File: config.mk
export PLATFORM = sky130hd
export DESIGN_NAME = mem_stage
export DESIGN_NICKNAME = d
export VERILOG_FILES = /design/src/rtl/cpu_types_pkg.sv /design/src/rtl/mem_stage_memwb_reg.sv /design/src/rtl/mem_stage.sv
export SDC_FILE = /design/constraint.sdc
export NUM_CORES = 1
export LEC_CHECK = 0
export ABC_CLOCK_PERIOD_IN_PS = 2600
export CELL_PAD_IN_SITES_DETAIL_PLACEMENT = 1
export CELL_PAD_IN_SITES_GLOBAL_PLACEMENT = 2
export CORE_AREA = 4 4 107 109
export CTS_CLUSTER_DIAMETER = 40
export DETAILED_ROUTE_END_ITERATION = 16
export DIE_AREA = 0 0 111 113
export DONT_BUFFER_PORTS = 1
export GPL_TIMING_DRIVEN = 0
export PLACE_DENSITY_LB_ADDON = 0.15
export REMOVE_ABC_BUFFERS = 1
export SYNTH_ARGS = -nofsm -noshare
export SYNTH_HDL_FRONTEND = slang
export SYNTH_HIERARCHICAL = 1
export SYNTH_SLANG_ARGS = --single-unit
File: constraint.sdc
create_clock -name CLK -period 2.6 [get_ports CLK]
set_clock_uncertainty 0.05 [all_clocks]
set_input_delay 0.65 -clock CLK [delete_from_list [all_inputs] [get_ports CLK]]
set_output_delay 0.65 -clock CLK [all_outputs]
set_load 0.02 [all_outputs]
File: src/rtl/cpu_types_pkg.sv
// Shared CPU types: word/register types and the write-back select encoding.
// Imported by the MEM stage and its MEM/WB register.
package cpu_types_pkg;

    localparam int WORD_BITS = 32;
    localparam int REG_BITS  = 5;

    typedef logic [WORD_BITS-1:0] word_t;
    typedef logic [REG_BITS-1:0]  regbits_t;

    typedef enum logic [1:0] {
        WB_ALU = 2'd0,
        WB_MEM = 2'd1,
        WB_NPC = 2'd2,
        WB_EXT = 2'd3
    } wb_sel_t;

endpackage

File: src/rtl/mem_stage_memwb_reg.sv
// MEM/WB pipeline register with bubble insertion and a sticky halt flag.
// Ports: clk/rst, load/bubble control, next write-back fields in, registered fields out.
module memwb_reg
    import cpu_types_pkg::*;
#(
    parameter int WORD_W = 32,
    parameter int REG_W  = 5
) (
    input  logic              clk,
    input  logic              rst,
    input  logic              load,
    input  logic              bubble,
    input  logic [WORD_W-1:0] wdat,
    input  logic [REG_W-1:0]  wsel,
    input  logic              regw,
    input  logic              halt,
    output logic [WORD_W-1:0] wb_wdat,
    output logic [REG_W-1:0]  wb_wsel,
    output logic              wb_regw,
    output logic              wb_halt
);

    // Neither load nor bubble: hold (used once the stage has halted).
    always_ff @(posedge clk) begin
        if (rst) begin
            wb_wdat <= '0;
            wb_wsel <= '0;
            wb_regw <= 1'b0;
            wb_halt <= 1'b0;
        end else if (bubble) begin
            wb_wdat <= '0;
            wb_wsel <= '0;
            wb_regw <= 1'b0;
        end else if (load) begin
            wb_wdat <= wdat;
            wb_wsel <= wsel;
            wb_regw <= regw;
            wb_halt <= wb_halt | halt;
        end
    end

endmodule

File: src/rtl/mem_stage.sv
// Memory-access stage: data-cache handshake, stall generation, write-back select, MEM/WB register.
// Ports: EX/MEM fields in, dmem request/response, mem_stall, MEM/WB outputs. Option: LL_SC_EN.
module mem_stage
    import cpu_types_pkg::*;
#(
    parameter int WORD_W = 32,
    parameter int REG_W  = 5
) (
    input  logic              CLK,
    input  logic              RST,
    input  logic              DRen_i,
    input  logic              DWen_i,
    input  logic [WORD_W-1:0] alu_out_i,
    input  logic [WORD_W-1:0] rdat2_i,
    input  logic [WORD_W-1:0] npc_i,
    input  logic [WORD_W-1:0] extout_i,
    input  logic [1:0]        wb_sel_i,
    input  logic              RegW_i,
    input  logic [REG_W-1:0]  RegDest_i,
    input  logic              halt_i,
`ifdef LL_SC_EN
    input  logic              ll_i,
    input  logic              sc_i,
    input  logic              ccinv,
    input  logic [WORD_W-1:0] ccsnoopaddr,
`endif
    input  logic              dhit,
    input  logic [WORD_W-1:0] dmemload,
    output logic              dmemREN,
    output logic              dmemWEN,
    output logic [WORD_W-1:0] dmemaddr,
    output logic [WORD_W-1:0] dmemstore,
    output logic              mem_stall,
    output logic [WORD_W-1:0] wdat_o,
    output logic [REG_W-1:0]  wsel_o,
    output logic              RegW_o,
    output logic              halt_o
);

    typedef enum logic [1:0] {
        IDLE   = 2'd0,
        WAIT   = 2'd1,
        HALTED = 2'd2
    } state_t;

    state_t state, state_next;

    logic              halted;
    logic              req;
    logic              sc_fail;
    logic              load;
    logic              bubble;
    logic [WORD_W-1:0] wb_data;

    assign halted = (state == HALTED);

`ifdef LL_SC_EN
    logic              link_valid;
    logic [WORD_W-1:0] link_addr;
    logic              link_hit;
    logic              ll_done;
    logic              sc_done;
    logic              st_done;
    logic              inv_hit;

    assign link_hit = link_valid && (link_addr == alu_out_i);
    // A failing SC never reaches the cache; it just writes 0 to rt.
    assign sc_fail  = sc_i & ~link_hit;
    assign ll_done  = ~halted & ll_i & DRen_i & ~DWen_i & dhit;
    assign sc_done  = ~halted & sc_i & ~sc_fail & DWen_i & dhit;
    assign st_done  = ~halted & ~sc_i & DWen_i & dhit
                    & (alu_out_i == link_addr);
    // Snoop matches the current link or the one being set this cycle.
    assign inv_hit  = ccinv
                    & ((ccsnoopaddr == link_addr)
                    | (ll_done & (ccsnoopaddr == alu_out_i)));

    always_ff @(posedge CLK) begin
        if (RST) begin
            link_valid <= 1'b0;
            link_addr  <= '0;
        end else begin
            if (ll_done) begin
                link_addr  <= alu_out_i;
                link_valid <= 1'b1;
            end
            if (sc_done || st_done) begin
                link_valid <= 1'b0;
            end
            if (inv_hit) begin
                link_valid <= 1'b0;
            end
        end
    end
`else
    assign sc_fail = 1'b0;
`endif

    assign req = (DRen_i | DWen_i) & ~sc_fail;

    // State register
    always_ff @(posedge CLK) begin
        if (RST) begin
            state <= IDLE;
        end else begin
            state <= state_next;
        end
    end

    // Next-state logic
    always_comb begin
        state_next = state;
        unique case (state)
            IDLE, WAIT: begin
                if (halt_i && !mem_stall) begin
                    state_next = HALTED;
                end else if (mem_stall) begin
                    state_next = WAIT;
                end else begin
                    state_next = IDLE;
                end
            end
            HALTED:  state_next = HALTED;
            default: state_next = IDLE;
        endcase
    end

    // Outputs: cache request, stall, MEM/WB control
    always_comb begin
        dmemREN   = 1'b0;
        dmemWEN   = 1'b0;
        mem_stall = 1'b0;
        load      = 1'b0;
        bubble    = 1'b0;
        if (!halted) begin
            // Write wins if both requests are (illegally) raised.
            dmemREN   = DRen_i & ~DWen_i & ~sc_fail;
            dmemWEN   = DWen_i & ~sc_fail;
            mem_stall = req & ~dhit;
            load      = ~mem_stall;
            bubble    = mem_stall;
        end
    end

    assign dmemaddr  = alu_out_i;
    assign dmemstore = rdat2_i;

    always_comb begin
        wb_data = alu_out_i;
        unique case (wb_sel_t'(wb_sel_i))
            WB_ALU: wb_data = alu_out_i;
            WB_MEM: wb_data = dmemload;
            WB_NPC: wb_data = npc_i;
            WB_EXT: wb_data = extout_i;
            default: wb_data = alu_out_i;
        endcase
`ifdef LL_SC_EN
        if (sc_i) begin
            wb_data    = '0;
            wb_data[0] = ~sc_fail;
        end
`endif
    end

    memwb_reg #(
        .WORD_W(WORD_W),
        .REG_W (REG_W)
    ) u_memwb (
        .clk    (CLK),
        .rst    (RST),
        .load   (load),
        .bubble (bubble),
        .wdat   (wb_data),
        .wsel   (RegDest_i),
        .regw   (RegW_i),
        .halt   (halt_i),
        .wb_wdat(wdat_o),
        .wb_wsel(wsel_o),
        .wb_regw(RegW_o),
        .wb_halt(halt_o)
    );

endmodule

=== Yosys cells after proc, flatten, opt, wreduce, memory -nomap -nowiden ===
Index checks and enable logic that the tools add are counted.

* Register bits after elaboration: 41
* Output and inout bits: 106
* Bits of input ports: 174
* Word-level logic and storage cells: 33

* Equal/unequal tests: 5
* Bitwise gates (word level): 8
* Multiplexer cells: 8
* Reductions and logical operators: 7

{| class="wikitable"
|+ Operators by type and width
! kind !! count
|-
| 32-bit one-hot mux with 4 select lines || 1
|-
| 2-bit == test (second input constant) || 3
|-
| 1-bit two-way mux || 5
|-
| 2-bit by 1-bit == test with 1-bit output (second input constant) || 2
|-
| 2-bit zero test || 2
|-
| 1-bit NOT || 4
|-
| 2-bit one-hot mux with 2 select lines || 1
|-
| 2-bit OR reduction || 2
|-
| 1-bit AND || 2
|-
| 2-bit two-way mux || 1
|-
| 1-bit OR || 2
|-
| 2-bit AND reduction || 1
|-
| 1-bit logical AND || 1
|-
| 1-bit zero test || 1
|}

=== Depth between registers and ports, before layout ===
* Word-level depth: 7
* Depth in mapped cells: 7

=== By module ===
Netlist, hierarchy kept.

{| class="wikitable"
|+ Modules (own cells, without submodules)
! module !! cells an instance !! instances !! area each (um^2) !! seq. area each (um^2)
|-
| memwb_reg || 128 || 1 || 1417.6 || 780.7
|-
| mem_stage || 116 || 1 || 1402.6 || 40.0
|}

=== Worst setup path before layout ===
Ideal clock, no wire load.

* Path type: in2reg
* Start point: input port dhit
* End point: register u_memwb.wb_wdat[0]
* Stages: 5
* Path slack: 0.720 ns
* Data required time: 2.422 ns
* Path buffers: 1
* Arrival: 1.703 ns
* Path through: o21bai_1 -> nor2_1 -> or2_4 -> clkbuf_1 -> nor2_1

* Longest elaborated chain between the ends: 4
* Elaborated cells between the ends (all ways): 6
* Those cells by class: mux: 2; bitwise: 3; reduce/logical: 1

{| class="wikitable"
|+ Ends and longest elaborated chain
! what !! RTL line !! source
|-
| start, declared || mem_stage.sv:27 || <nowiki>input logic dhit,</nowiki>
|-
| 1-bit NOT || mem_stage.sv:139 || <nowiki>mem_stall = req & ~dhit;</nowiki>
|-
| 1-bit AND || mem_stage.sv:139 ||
|-
| 1-bit two-way mux || -- ||
|-
| net mem_stall || mem_stage.sv:33 || <nowiki>output logic mem_stall,</nowiki>
|-
| 2-bit OR reduction (no source line) || -- ||
|-
| end signal, assigned || mem_stage_memwb_reg.sv:35 || <nowiki>wb_wdat <= wdat;</nowiki>
|-
| end, declared || mem_stage_memwb_reg.sv:17 || <nowiki>output logic [WORD_W-1:0] wb_wdat,</nowiki>
|}

The timed path passes the listed nets, and every way through them passes these cells.
A chain may end at the register's enable or synchronous reset.

=== Worst setup path in the final report ===
* Start point: input port DWen_i
* End point: register u_memwb.wb_regw

* Longest elaborated chain between the ends: 4
* Elaborated cells between the ends (all ways): 6
* Those cells by class: mux: 2; bitwise: 3; reduce/logical: 1

{| class="wikitable"
|+ Ends and longest elaborated chain
! what !! RTL line !! source
|-
| start, declared || mem_stage.sv:12 || <nowiki>input logic DWen_i,</nowiki>
|-
| 1-bit OR || mem_stage.sv:99 || <nowiki>assign req = (DRen_i | DWen_i) & ~sc_fail;</nowiki>
|-
| 1-bit AND || mem_stage.sv:139 ||
|-
| 1-bit NOT || mem_stage.sv:140 || <nowiki>load = ~mem_stall;</nowiki>
|-
| 1-bit two-way mux || mem_stage.sv:135 || <nowiki>if (!halted) begin</nowiki>
|-
| net load || mem_stage.sv:51 || <nowiki>logic load;</nowiki>
|-
| end signal, assigned || mem_stage_memwb_reg.sv:37 || <nowiki>wb_regw <= regw;</nowiki>
|-
| end, declared || mem_stage_memwb_reg.sv:19 || <nowiki>output logic wb_regw,</nowiki>
|}

The timed path passes the listed nets, and every way through them passes these cells.

==> out/metrics.yaml <==
sta:
  worst_tran_pin_value_ns: 0.941
  timing.final.max_slew_violations: 0
  timing.slew.headroom_pct: 37.1
  unrepaired_setup_endpoints_after_global_routing: "false"
  timing.fmax_mhz: 449
  finalHoldViolations: 0
  layout_min_cycle_time_ns: 2.23
  timing.setup.tns_ns: 0
  finalCritPeriodShare_pct: 85.7
  setup_violations: 0
  final.setup.worst_slack_ns: 0.373
power_and_ir_drop:
  pwr_density_cell_nw_per_um2: 592
  leakage_nw: 0.929
  worst_ir_drop_vdd_uv: 174
grt:
  grt_start_max_net_pins: 40
  gr-total-overflow: 0
  grt.total_usage_pct: 13.3
  antenna_found_initial: 1
  wire_length_of_the_first_global_routing_pass_mm: 12.4
  grt_pass1_vias: 1950
cells_and_area:
  ratio_of_cells_with_drive_above_1_in_the_final_layout_pct: 22.0
  fillerInstances: 1180
  final_core_utilization_pct: 23.1
  area_delta_synth_final_pct: -13.2
  finalNetCount: 346
  stdcell_area_um2: 2450
  insertedDiodeCount: 0
cts:
  htreeDepth: 2
  clock_latency_ns: 0.28
  cts_root_buffer: "sky130_fd_sc_hd__clkbuf_8"
  cts.sink_count: 41
  postCtsResizedCells: 0
  hold_fix_buffers_cts: 0
  cts.repair_timing.setup_buffer_count: 0
  worst_path_clk_slew_ns: 0.08
  cts_made_buffers: 5
  clock_path_buffers: 2
  cts_tree: "built"
floorplanning:
  placeable_core_area_um2: 10600
  die_width_um: 111
  initial_core_utilization_pct: 26.6
  floorplan.die.height_um: 113
  top_level_ports: 280
  design.die.area_um2: 12500
  core.rowCount: 38
placement:
  hpwl_mm: 6.95
  place.gp.congestion: 0.713
  io_buffer_count: 0
  placedInstanceArea_um2: 2370
  detailedPlace.worstSlack_ns: 0.0249
routing:
  vias_per_inst: 5.22
  dr.first_iter.drc_count: 71
  final_antenna_net_count: 0
  drt-total-wl_mm: 8.50
  remaining_design_rule_violation_count: 0
  drt-wirelength-per-cell_um: 27.2
  route.vias.total: 1634
  drt_pass1_iterations: 4
logic_synthesis:
  synth_cells: 244
  synthesized_flop_and_latch_total: 41
  avgSynthCellArea_um2: 11.6
  synth-warning-count: 6
  synthesis.area_um2: 2820
  synth_cell_type_count: 21
  ys_seq_area_share_pct: 29.1
worst_setup_path:
  critPathCaptureType: "flip-flop"
  data_arrival_time_at_the_worst_slack_endpoint_ns: 2.34
  critPathRequiredTime_ns: 2.71
  kind_of_launch_point_of_the_worst_setup_path: "input port"
  path_max_fanout: 20
  critical_path_class: "input port to flip-flop"
flow_run:
  max_cap_violations: 0
min_path:
  holdCritPathClass: "input port to flip-flop"
status:
  result_of_the_run: "finished, final reports clean"
## state kept, by name (all words and copies together), names as in the netlist
register         flops
u_memwb/wb_wsel      5
u_memwb/wb_halt      1
u_memwb/wb_regw      1
state                2
u_memwb/wb_wdat     32
## layout by cell type, fill, tap and decap left out
cell type                   n
sky130_fd_sc_hd__inv_1      3
sky130_fd_sc_hd__mux4_1     2
sky130_fd_sc_hd__mux4_2    30
sky130_fd_sc_hd__a22o_1     1
sky130_fd_sc_hd__a21boi_4   1
sky130_fd_sc_hd__o22ai_1    1
sky130_fd_sc_hd__o21bai_1   1
sky130_fd_sc_hd__nor3b_1    2
sky130_fd_sc_hd__nor3_1     1
sky130_fd_sc_hd__nor2b_1    2
sky130_fd_sc_hd__buf_12     1
sky130_fd_sc_hd__mux2i_1   38
sky130_fd_sc_hd__dfxtp_1   41
sky130_fd_sc_hd__clkbuf_1   3
sky130_fd_sc_hd__nand2_1    1
sky130_fd_sc_hd__or2_4      1
sky130_fd_sc_hd__nor2_1    39
sky130_fd_sc_hd__clkbuf_8   5
## routing by layer
| metal | GRT usage [%] | up-vias | share of wire (%) |
|---|---|---|---|
| met1 | 13.5 | 782 | 34 |
| met2 | 20.8 | 184 | 46 |
| li1 | - | 656 | - |
| met4 | 2.96 | 4 | 0.76 |
| met5 | 4.31 | - | 1.1 |
| met3 | 11.2 | 8 | 19 |
## synth_stat cells
cell type / count / area, um2
sky130_fd_sc_hd__a21boi_0: 1 / 7.51
sky130_fd_sc_hd__buf_4: 66 / 495
sky130_fd_sc_hd__clkbuf_1: 2 / 7.51
sky130_fd_sc_hd__nor2_1: 39 / 146
sky130_fd_sc_hd__mux2i_1: 38 / 380
sky130_fd_sc_hd__or2_4: 1 / 8.76
sky130_fd_sc_hd__inv_1: 3 / 11.3
sky130_fd_sc_hd__dfxtp_1: 41 / 821
sky130_fd_sc_hd__a22o_1: 1 / 8.76
sky130_fd_sc_hd__o22ai_1: 1 / 6.26
sky130_fd_sc_hd__o21bai_1: 1 / 7.51
sky130_fd_sc_hd__buf_6: 4 / 45.0
sky130_fd_sc_hd__nor2b_1: 2 / 12.5
sky130_fd_sc_hd__buf_8: 1 / 15.0
sky130_fd_sc_hd__mux4_1: 2 / 52.6
sky130_fd_sc_hd__nand2_1: 1 / 3.75
sky130_fd_sc_hd__nor3_1: 1 / 5.00
sky130_fd_sc_hd__nor3b_1: 2 / 15.0
sky130_fd_sc_hd__buf_12: 4 / 80.1
sky130_fd_sc_hd__mux4_2: 30 / 676
sky130_fd_sc_hd__buf_2: 3 / 15.0
## through the flow
| step | cells | total power, W | hold slack, ns |
|---|---|---|---|
| after global routing | 313 | 0.00154 | 0.356 |
| final | 313 | 0.00145 | 0.381 |
| after global placement | 304 | 0.00107 | 0.396 |
| after CTS | 313 | 0.00149 | 0.361 |
| after detailed placement | 305 | 0.00106 | 0.476 |
| after floorplan | 164 | 0.00102 | 0.380 |
## kinds of logic after synthesis
logic type / synth area share (%)
buf+inv: 23.7
mux: 39.3
simple gates: 6.79
flops: 29.1
compound gates: 1.07
## critical path, cell delays in order
cell and delay, ns:
sky130_fd_sc_hd__o21bai_1 0.29, sky130_fd_sc_hd__a21boi_4 0.82, sky130_fd_sc_hd__buf_12 0.27, sky130_fd_sc_hd__mux2i_1 0.24, sky130_fd_sc_hd__nor2_1 0.06
## path summary, 6_finish.rpt
kind / startpoint / end / slack [ns] / cells past startpoint
max: DWen_i / u_memwb/wb_regw / 0.37 / 5
min: RST / state[0] / 0.38 / 1
max reg2reg: state[0] / u_memwb/wb_regw / 0.71 / 5
min reg2reg: state[1] / state[0] / 0.48 / 1
## where the power goes
part / leakage, nW / total [W] / switching, W / internal (W)
sequential: 0.336 / 0.000769 / 0.0000932 / 0.000676
clock: 0.0395 / 0.000410 / 0.000218 / 0.000191
combinational: 0.554 / 0.000269 / 0.000112 / 0.000158
## area by class of cell
cell class | count | area (um2) | area share (%)
clock buffers | 8 | 80.1 | 3.27
inverters | 3 | 11.3 | 0.460
multi-input cells | 120 | 1340 | 54.8
flip-flops and latches | 41 | 821 | 33.5
well taps | 140 | 175 | 7.15
repair buffers | 1 | 20.0 | 0.818
Power figures use the tool's default switching activity.
